===== config.mk =====
export PLATFORM = sky130hd
export DESIGN_NAME = debounce_edge_detect
export DESIGN_NICKNAME = d
export VERILOG_FILES = /design/src/rtl/debounce_edge_detect.sv
export SDC_FILE = /design/constraint.sdc
export NUM_CORES = 1
export LEC_CHECK = 0
export BUFFER_PORTS_ARGS = -buffer_cell sky130_fd_sc_hd__buf_2
export CAP_MARGIN = 0
export CORE_MARGIN = 2
export CORE_UTILIZATION = 47
export DETAILED_ROUTE_END_ITERATION = 10
export GPL_TIMING_DRIVEN = 0
export PLACE_DENSITY = 0.68
export SLEW_MARGIN = 0
export SYNTH_ARGS = -nofsm -noshare
export SYNTH_HDL_FRONTEND = slang
export SYNTH_SLANG_ARGS = --single-unit
export TNS_END_PERCENT = 50

===== constraint.sdc =====
create_clock -name clk -period 3.1 [get_ports clk]
set_clock_uncertainty 0.1 [all_clocks]
set_input_delay 0.465 -clock clk [delete_from_list [all_inputs] [get_ports clk]]
set_output_delay 0.465 -clock clk [all_outputs]
set_load 0.005 [all_outputs]

===== src/rtl/debounce_edge_detect.sv =====
// Synchronizes a raw asynchronous input, then debounces it with a counter FSM
// that yields a registered stable level plus one-cycle rise/fall pulses.
module debounce_edge_detect #(
  parameter int unsigned SYNC_STAGES     = 2,
  parameter int unsigned DEBOUNCE_CYCLES = 4,
  parameter int unsigned CNT_W           = 8
) (
  input  logic clk,
  input  logic rst,
  input  logic d_in,
  output logic q_stable,
  output logic rise,
  output logic fall,
  output logic busy
);

  localparam logic [1:0] IdleLow  = 2'd0;
  localparam logic [1:0] ChkHigh  = 2'd1;
  localparam logic [1:0] IdleHigh = 2'd2;
  localparam logic [1:0] ChkLow   = 2'd3;

  localparam logic [CNT_W-1:0] CntMax = CNT_W'(DEBOUNCE_CYCLES - 1);
  localparam bit               Direct = (DEBOUNCE_CYCLES == 1);

  logic [SYNC_STAGES-1:0] sync_q, sync_d;
  logic [1:0]             state_q, state_d;
  logic [CNT_W-1:0]       cnt_q, cnt_d;
  logic                   level_q, level_d;
  logic                   rise_q, rise_d;
  logic                   fall_q, fall_d;
  logic                   busy_q, busy_d;
  logic                   sync_out;

  assign sync_d   = {sync_q[SYNC_STAGES-2:0], d_in};
  assign sync_out = sync_q[SYNC_STAGES-1];

  always_comb begin
    state_d = state_q;
    cnt_d   = cnt_q;
    level_d = level_q;
    rise_d  = 1'b0;
    fall_d  = 1'b0;
    case (state_q)
      IdleLow: begin
        if (sync_out) begin
          if (Direct) begin
            level_d = 1'b1;
            rise_d  = 1'b1;
            state_d = IdleHigh;
          end else begin
            cnt_d   = CNT_W'(1);
            state_d = ChkHigh;
          end
        end
      end
      ChkHigh: begin
        if (!sync_out) begin
          // Glitch: discard the partial count entirely.
          cnt_d   = '0;
          state_d = IdleLow;
        end else if (cnt_q == CntMax) begin
          cnt_d   = '0;
          level_d = 1'b1;
          rise_d  = 1'b1;
          state_d = IdleHigh;
        end else begin
          cnt_d = cnt_q + CNT_W'(1);
        end
      end
      IdleHigh: begin
        if (!sync_out) begin
          if (Direct) begin
            level_d = 1'b0;
            fall_d  = 1'b1;
            state_d = IdleLow;
          end else begin
            cnt_d   = CNT_W'(1);
            state_d = ChkLow;
          end
        end
      end
      ChkLow: begin
        if (sync_out) begin
          cnt_d   = '0;
          state_d = IdleHigh;
        end else if (cnt_q == CntMax) begin
          cnt_d   = '0;
          level_d = 1'b0;
          fall_d  = 1'b1;
          state_d = IdleLow;
        end else begin
          cnt_d = cnt_q + CNT_W'(1);
        end
      end
      default: begin
        cnt_d   = '0;
        state_d = IdleLow;
      end
    endcase
    busy_d = (state_d == ChkHigh) || (state_d == ChkLow);
  end

  always_ff @(posedge clk) begin
    if (rst) begin
      sync_q  <= '0;
      state_q <= IdleLow;
      cnt_q   <= '0;
      level_q <= 1'b0;
      rise_q  <= 1'b0;
      fall_q  <= 1'b0;
      busy_q  <= 1'b0;
    end else begin
      sync_q  <= sync_d;
      state_q <= state_d;
      cnt_q   <= cnt_d;
      level_q <= level_d;
      rise_q  <= rise_d;
      fall_q  <= fall_d;
      busy_q  <= busy_d;
    end
  end

  assign q_stable = level_q;
  assign rise     = rise_q;
  assign fall     = fall_q;
  assign busy     = busy_q;

endmodule


==> results by group, run 1 <==
Outcome
  • Run status: completed

Global route
  • Total GRT Usage: 0.1578
  • Largest net degree at the start of global routing: 11
  • Vias in the first global route: 527
  • First-pass GRT wire length: 2139 um
  • Gr ovfl total: 0
  • Initial antenna violation count: 0

Timing
  • Final setup margin: 1445 ps
  • Final setup vio count: 0
  • Total Neg Setup Slack: 0 ps
  • Fin Hold WS: 297.9 ps
  • Actual slew at the worst max-slew pin: 445.6 ps
  • RSZ-0062 raised after global routing: false
  • Rel. slew slack: 0.7006
  • Fin. max-slew vios: 0
  • Fmax: 604.1 MHz
  • Crit share post-route: 0.5340
  • Min Clock Period, post-route: 1655 ps
  • Fin. Hold Viols: 0

Drt
  • Initial DRC count: 8
  • Post-Route WL: 1233 um
  • Via count: 571
  • Post-route ant nets: 0
  • Vias/cell: 5.653
  • DR WL/cell: 12.21 um
  • DRC Markers: 0
  • Initial DRT Pass Iterations: 4

Synth
  • Ys async rst share: 0
  • Synth area leader: dfxtp_1
  • Post-synthesis register bit count: 16
  • Avg Cell Area, Syn: 9.876 um^2
  • Commonest cells post-synth: 16 x dfxtp_1, 7 x a31oi_1, 6 x nor2_1
  • Syn Inst Count: 75
  • Distinct cells, synth: 34
  • Synth warnings: 0
  • Share of the synthesized area in the top cell type: 0.4324
  • Sequential area share after synthesis: 0.4324
  • Post-synth EDFFs: 0
  • Synthesized Nets: 79
  • Area contributors post-synth: dfxtp_1 43%, a31oi_1 5.9%, nor4b_4 3.2%
  • Most frequent cell after synthesis: dfxtp_1
  • Main flop type after synthesis: dfxtp_1
  • Synthesized cell area: 740.7 um^2

Floorplanning
  • DIE WIDTH: 43.70 um
  • Cell row count: 14
  • Die area: 1910 um^2
  • Die Y: 43.70 um
  • Ports: 7
  • Initial Util: 0.4975
  • Core area: 1489 um^2

Finish
  • Diodes inserted: 0
  • Area growth, synth to finish: 11.66%
  • Total Nets Final: 90
  • Final Non-Filler Cells: 101
  • Layout cells sized above 1: 0.2353

Placement
  • Placed cell count: 97
  • Dpl ws: 1456 ps
  • Post-DP HPWL: 881.1 um
  • GPL Wtd Cong: 0.7289
  • PortBufs: 6

Setup path
  • CP Launch Point: cnt_q[0]
  • Max stage delay cell, worst path: dfxtp_1
  • Max stage delay on crit path: 380 ps
  • CP Data Required Time: 3190 ps
  • CP cell instances: ha_1 -> nor4b_4 -> nand4_2 -> mux2i_1 -> a21oi_1
  • Worst-path maximum fanout: 6
  • CP Capture Type: flop
  • Critical Path End: q_stable
  • Worst Setup Start Kind: flop
  • Reg2Reg Depth: 5
  • R2R setup slack: 1440 ps
  • Worst r2r src: cnt_q[0]
  • Worst path depth: 5
  • Top delay family on crit path: simple AND/OR/NAND/NOR gates
  • Critical path class: flop to flop
  • Critical path arrival: 1750 ps
  • RR Endpoint: q_stable
  • Buf/Inv on CP: 0

Clock network
  • Post-CTS Hold Fix Bufs: 0
  • Clk_lat worst skew: 290 ps
  • Clock root cell: clkbuf_4
  • CTS Sinks: 16
  • H-tree depth: 1
  • Total CTS buffers: 3
  • Post-CTS Setup Repair Bufs: 0
  • Post-CTS resize count: 0
  • CTS tree: yes
  • Max Root-Sink Buffers: 2
  • Clock transition at the registers of the reported paths: 100 ps

Flow run
  • # Max-Cap Violations: 0

Power and ir drop
  • Leakage power total: 0.3178 nW
  • PD cells: 447.2 nW/um^2
  • IR drop worst, VDD: 0.2940 mV

Worst hold path
  • Type of the worst min-delay path: input pin to flop
[worst min-delay path by stage]
stage | startpoint | end | slack (ps) | depth (start not counted)
2_1_floorplan | sync_q[0] | sync_q[1] | 310 | 1
3_3_place_gp | sync_q[0] | sync_q[1] | 320 | 1
3_5_place_dp | sync_q[0] | sync_q[1] | 330 | 1
4_1_cts | d_in | sync_q[0] | 290 | 2
5_1_grt | d_in | sync_q[0] | 290 | 2
6_report | d_in | sync_q[0] | 300 | 2
[layout by cell type (no fill, tap or decap), types with 2 or more instances in the layout]
cell type / count
nand3b_1: 3
nand4_1: 2
nor2b_1: 2
inv_1: 2
nor3_1: 3
dfxtp_1: 16
clkbuf_8: 2
nand3_1: 3
and2_2: 2
mux2i_1: 2
nor2_1: 6
buf_2: 6
clkbuf_4: 3
nand2_1: 4
o21ai_0: 2
a31oi_1: 7
[routing by layer]
| layer | GRT usage | share of wire | vias to the layer above |
|---|---|---|---|
| met5 | 0 | 0 | - |
| met4 | 0.07879 | 0.0089 | 0 |
| met3 | 0.07500 | 0.062 | 2 |
| met2 | 0.2088 | 0.41 | 14 |
| met1 | 0.2124 | 0.52 | 257 |
| li1 | - | - | 298 |
[cells by family after synthesis]
family                     Yosys count  synth area share
and+or+nand+nor                     33            0.2838
AOI/OAI and AO/OA                   17            0.1622
DFF                                 16            0.4324
buffers and inverters                4           0.04392
xor gates and xnor gates             2           0.03379
muxes                                2           0.02703
adders and majority gates            1           0.01689
[power breakdown]
part	leakage [nW]	switching [mW]	internal (mW)
registers	0.130	0.00307	0.209
clock network	0.0210	0.0654	0.0716
logic	0.167	0.0101	0.0104
[cell type report]
type                            instances  area [um^2]
Multi-Input combinational cell         55        387.9
Inverter                                2        7.507
Buffer                                  2        25.02
Tap cell                               16        20.02
Sequential cell                        16        320.3
Clock buffer                            4        36.28
Timing Repair Buffer                    6        30.03
Fill cell                             124        661.9
[worst reg2reg max path: stages (launching register included)]
cell and delay [ps]:
dfxtp_1 380, ha_1 230, nor4b_4 340, nand4_2 250, mux2i_1 200, a21oi_1 70
[registers in the layout (all words and copies together) (netlist names)]
signal	count
busy	1
cnt_q	8
fall	1
rise	1
sync_q	2
state_q	2
q_stable	1
[per-stage QoR]
stage | util | power, mW | cell area [um^2]
floorplan | - | 0.2317 | 740.7
global placement | 0.5311 | 0.2374 | 790.8
detailed placement | 0.5311 | 0.2378 | 790.8
CTS | 0.5555 | 0.3738 | 827.0
global route | 0.5555 | 0.3895 | 827.0
finish | 0.5555 | 0.3699 | 827.0
(Power assumes the default switching activity.)
==> run 2: changes to the inputs <==
==> constraint.sdc (replaced) <==
create_clock -name clk -period 1.7 [get_ports clk]
set_clock_uncertainty 0.1 [all_clocks]
set_input_delay 0.255 -clock clk [delete_from_list [all_inputs] [get_ports clk]]
set_output_delay 0.255 -clock clk [all_outputs]
set_load 0.005 [all_outputs]
==> run 2 against run 1 <==
Register-to-register slack lost 1400 ps. Power grew 82%. Critical path type unchanged. Die area is the same. Global-route usage is the same. Non-clock buffer count grew 1. Clock power grew 81%. Wire length grew 0.16%. Hold slack lost 210 ps. Critical path depth grew 1. Worst setup slack lost 1400 ps.
==> results by group, run 2 (synthesis results as in run 1) <==
Floorplanning
  • Die area: 1910 um^2
  • Die Y: 43.70 um
  • Initial Util: 0.4975
  • Cell row count: 14
  • Core area: 1489 um^2
  • Ports: 7
  • DIE WIDTH: 43.70 um

Power and ir drop
  • Pint: 0.5312 mW
  • IR drop worst, VDD: 0.5138 mV
  • Clk pwr share: 0.369
  • PD cells: 803.7 nW/um^2
  • Total Power: 0.6727 mW
  • Combinational power share: 0.056
  • Share of power burned in registers: 0.576
  • Leakage power total: 0.3203 nW
  • Sw Pwr: 0.1415 mW
  • Switching part of the total power: 0.2104

Finish
  • Area growth, synth to finish: 13.01%
  • Diodes inserted: 0
  • Most frequent cells in the layout: 16 x dfxtp_1, 7 x a31oi_1, 6 x nor2_1, 6 x buf_2, 4 x nand2_1
  • Finished Cell Area: 837.1 um^2
  • Util after Layout: 0.5622
  • Total Nets Final: 91
  • Largest regs: cnt_q: 8 flops, state_q: 2 flops, sync_q: 2 flops
  • Max FFs per register: 8
  • Commonest non-fill, non-tap cell in the layout: dfxtp_1
  • Largest register by flop count: cnt_q
  • Layout cells sized above 1: 0.2558

Clock network
  • Total CTS buffers: 3
  • Clock root cell: clkbuf_4
  • Clock transition at the registers of the reported paths: 100 ps
  • CTS tree: yes
  • Post-CTS Hold Fix Bufs: 0
  • H-tree depth: 1
  • CTS Sinks: 16
  • Max Root-Sink Buffers: 2
  • Clk_lat worst skew: 290 ps

Timing
  • Crit share post-route: 0.9480
  • Min Clock Period, post-route: 1612 ps
  • Fmax: 620.5 MHz
  • Fin. Hold Viols: 0
  • Actual slew at the worst max-slew pin: 449.0 ps
  • RSZ-0062 raised after global routing: true
  • Rel. slew slack: 0.6984
  • Final setup margin: 88.37 ps
  • Fin. max-slew vios: 0
  • Fin Hold WS: 89.56 ps
  • Final setup vio count: 0

Drt
  • Post-route ant nets: 0
  • DR WL/cell: 12.11 um
  • DRC Markers: 0
  • Initial DRT Pass Iterations: 4
  • Via count: 558
  • Post-Route WL: 1235 um
  • Initial DRC count: 6
  • Vias/cell: 5.471

Setup path
  • CP Capture Type: flop
  • Worst Setup Start Kind: flop
  • CP cell instances: ha_2 -> nor4b_4 -> buf_4 -> a21boi_4 -> nand2_1 -> o211ai_1
  • Critical path class: flop to flop
  • Top delay family on crit path: compound AO/OA/AOI/OAI gates
  • Max stage delay on crit path: 340 ps
  • Critical path arrival: 1730 ps
  • CP Data Required Time: 1820 ps
  • Worst-path maximum fanout: 10
  • Max stage delay cell, worst path: dfxtp_1
  • Buf/Inv on CP: 1

Worst hold path
  • Type of the worst min-delay path: input pin to flop

Placement
  • GPL Wtd Cong: 0.7289
  • PortBufs: 6
  • Dpl ws: 56.34 ps
  • Placed Area: 790.8 um^2
  • Post-DP HPWL: 881.1 um

Global route
  • Total GRT Usage: 0.1578
  • First-pass GRT wire length: 2139 um
  • Largest net degree at the start of global routing: 11
  • Initial antenna violation count: 0
  • Vias in the first global route: 527
  • Gr ovfl total: 0

Flow run
  • # Max-Cap Violations: 0

Outcome
  • Run status: completed
==> run 2: changes by cell type in the layout (fill, tap and decap cells not counted), sizes merged <==
cell,delta
buf,+1
==> run 2: power by group through the flow <==
stage	clock network (mW)	logic, mW	registers (mW)
floorplan	0	0.0270	0.395
global route	0.279	0.0424	0.389
global placement	0	0.0373	0.396
finish	0.248	0.0374	0.387
CTS	0.257	0.0378	0.387
detailed placement	0	0.0376	0.396
==> run 2: metal layers <==
metal  global-route usage  routed length, um  up-vias
li1                     -                  -      301
met1               0.2124                672      248
met2               0.2088                498        7
met3              0.07500                 52        2
met4              0.07879                 11        0
met5                    0                  0        -
==> run 2: worst paths after layout <==
path | start | endpoint | slack, ps | cells past startpoint
worst max-delay path | cnt_q[0] | cnt_q[7] | 90 | 6
worst min-delay path | d_in | sync_q[0] | 90 | 2
worst max register to register | cnt_q[0] | cnt_q[7] | 90 | 6
worst min register to register | sync_q[0] | sync_q[1] | 350 | 1
==> run 2: worst register-to-register path: cells and delay by family, from the launching register on <==
family	cells	cell delay, ps
and+or+nand+nor	2	290
adders and majority gates	1	210
buffers and inverters	1	150
AOI/OAI and AO/OA	2	460
DFF	1	340
==> run 2: per-stage QoR <==
step | setup TNS, ps | std cells
after CTS | 0 | 101
after detailed placement | 0 | 97
after floorplan | 0 | 75
final | 0 | 102
after global placement | 0 | 97
after global routing | -41.17 | 102
==> run 2: final cells by class <==
type / count / area [um^2]
Tap cell: 16 / 20.02
Multi-Input combinational cell: 55 / 390.4
Clock buffer: 4 / 36.28
Buffer: 2 / 25.02
Fill cell: 123 / 651.9
Inverter: 2 / 7.507
Sequential cell: 16 / 320.3
Timing Repair Buffer: 7 / 37.54
==> run 2: what timing repair did <==
item,4_1_cts,5_1_grt
buffers inserted,0,1
setup endpoints to repair,0,8
gates resized for setup,0,1
==> run 3: changes to the inputs <==
--- a/config.mk
+++ b/config.mk
@@ -5,7 +5,7 @@
 export SDC_FILE = /design/constraint.sdc
 export NUM_CORES = 1
 export LEC_CHECK = 0
-export BUFFER_PORTS_ARGS = -buffer_cell sky130_fd_sc_hd__buf_2
+export BUFFER_PORTS_ARGS = -buffer_cell sky130_fd_sc_hd__buf_4
 export CAP_MARGIN = 0
 export CORE_MARGIN = 2
 export CORE_UTILIZATION = 47
==> run 3 against run 2 <==
First-iteration DRC count rose to 2.7 times the previous value. Hold slack worse by 14 ps. Count of clock-buffer cells in the layout unchanged. Critical path type unchanged. Via count rose by 11%. Die area stayed put. Sequential power barely moved. Register-to-register slack worse by 20 ps. Clock power barely moved. Non-clock buffer count rose by 1.
==> results by group, run 3 (synthesis results as in run 1) <==
Timing
  • Fin. Hold Viols: 0
  • Fmax: 613.8 MHz
  • Min Clock Period, post-route: 1629 ps
  • Fin. max-slew vios: 0
  • Final setup vio count: 0
  • Fin Hold WS: 75.63 ps
  • Final setup margin: 70.74 ps
  • Rel. slew slack: 0.6118
  • Total Neg Setup Slack: 0 ps
  • Crit share post-route: 0.9584
  • Actual slew at the worst max-slew pin: 577.8 ps

Setup path
  • Max stage delay cell, worst path: dfxtp_1
  • Critical path class: flop to flop
  • Max stage delay on crit path: 360 ps
  • Buf/Inv on CP: 1
  • CP cell instances: ha_2 -> nor4b_4 -> buf_4 -> a21boi_2 -> a32oi_1 -> nor2_1
  • Top delay family on crit path: flip-flops
  • CP Capture Type: flop
  • R2R setup slack: 70 ps
  • Worst r2r src: cnt_q[1]
  • RR Endpoint: cnt_q[1]
  • Worst Setup Start Kind: flop
  • Reg2Reg Depth: 6
  • Critical path arrival: 1720 ps
  • Worst-path maximum fanout: 5
  • CP Data Required Time: 1790 ps

Outcome
  • Run status: completed

Floorplanning
  • DIE WIDTH: 43.70 um
  • Ports: 7
  • Die area: 1910 um^2
  • Core area: 1489 um^2
  • Die Y: 43.70 um
  • Cell row count: 14
  • Initial Util: 0.4975

Drt
  • Post-route ant nets: 0
  • Post-Route WL: 1446 um
  • DRC Markers: 0
  • DR WL/cell: 13.90 um
  • Initial DRC count: 16
  • Initial DRT Pass Iterations: 4
  • Vias/cell: 5.962
  • Via count: 620

Finish
  • Commonest non-fill, non-tap cell in the layout: dfxtp_1
  • Final Non-Filler Cells: 104
  • Largest register by flop count: cnt_q
  • FF+latch area: 321.6 um^2
  • Max FFs per register: 8
  • Number of fill cells: 123
  • Most frequent cells in the layout: 15 x dfxtp_1, 8 x buf_4, 7 x a31oi_1
  • Multi-input combinational cell area: 407.9 um^2
  • Largest regs: cnt_q: 8 flops, state_q: 2 flops, sync_q: 2 flops
  • Total Nets Final: 93
  • Layout cells sized above 1: 0.2955
  • Area growth, synth to finish: 18.58%
  • Util after Layout: 0.5899
  • Diodes inserted: 0
  • Finished Cell Area: 878.3 um^2

Placement
  • Placed cell count: 97
  • PortBufs: 6
  • Placed Area: 805.8 um^2
  • Post-DP HPWL: 889.9 um
  • GPL Wtd Cong: 0.7727
  • Dpl ws: 40.50 ps

Clock network
  • Clock transition at the registers of the reported paths: 90 ps
  • Clk_lat worst skew: 280 ps
  • CTS tree: yes
  • CTS Sinks: 16
  • H-tree depth: 1
  • Max Root-Sink Buffers: 2
  • Total CTS buffers: 3
  • Clock root cell: clkbuf_4

Power and ir drop
  • PD cells: 772.7 nW/um^2
  • IR drop worst, VDD: 0.5998 mV
  • Leakage power total: 0.3313 nW
  • Total Power: 0.6787 mW

Worst hold path
  • Min-delay src: d_in
  • Worst hold stages: 2
  • Type of the worst min-delay path: input pin to flop
  • Hold worst-path end: sync_q[0]

Flow run
  • # Max-Cap Violations: 0

Global route
  • Gr ovfl total: 0
  • Initial antenna violation count: 0
  • Total GRT Usage: 0.1618
  • Largest net degree at the start of global routing: 11
  • First-pass GRT wire length: 2256 um
  • Vias in the first global route: 524
run 3: cell types whose count changed in the layout (fill, tap and decap cells not counted), sizes merged:
cell	before	now
a21boi	1	2
buf	8	9
run 3: report_power, final:
group	switching [mW]	internal (mW)	total (mW)
Combinational	0.0194	0.0225	0.0419
Clock	0.118	0.130	0.248
Sequential	0.00650	0.382	0.388
run 3: worst max-delay path by stage:
stage                   from  depth (start not counted)  slack (ps)       end
floorplan           cnt_q[0]                          5         190  q_stable
detailed placement  cnt_q[0]                          5          40  q_stable
global placement    cnt_q[0]                          5          50  q_stable
CTS                 cnt_q[0]                          5          20  q_stable
global route        cnt_q[1]                          6         -20  cnt_q[1]
finish              cnt_q[1]                          6          70  cnt_q[1]
run 3: final cells by class:
cell class / count / area share
Buffer: 2 / 0.02849
Inverter: 2 / 0.008547
Tap cell: 16 / 0.02279
Timing Repair Buffer: 8 / 0.06838
Multi-Input combinational cell: 56 / 0.4644
Clock buffer: 4 / 0.04131
Sequential cell: 16 / 0.3661
run 3: what timing repair did:
item / 4_1_cts / 5_1_grt
setup buffers: 0 / 2
setup endpoints to repair: 0 / 10
endpoints found under the hold margin: 0 / 0
hold buffers: 0 / 0
gates resized for setup: 0 / 3
run 3: layer usage:
metal	GRT usage	vias to the layer above	routed length, um
met1	0.2294	296	736
met5	0	-	0
met4	0.09091	0	19
met3	0.05000	4	60
met2	0.2147	13	631
li1	-	307	-
run 3: worst register-to-register path, delay by kind of cell (launching register included):
| family | cells | cell delay, ps |
|---|---|---|
| adders and majority gates | 1 | 210 |
| DFF | 1 | 360 |
| buffers and inverters | 1 | 200 |
| and+or+nand+nor | 2 | 330 |
| AOI/OAI and AO/OA | 2 | 330 |
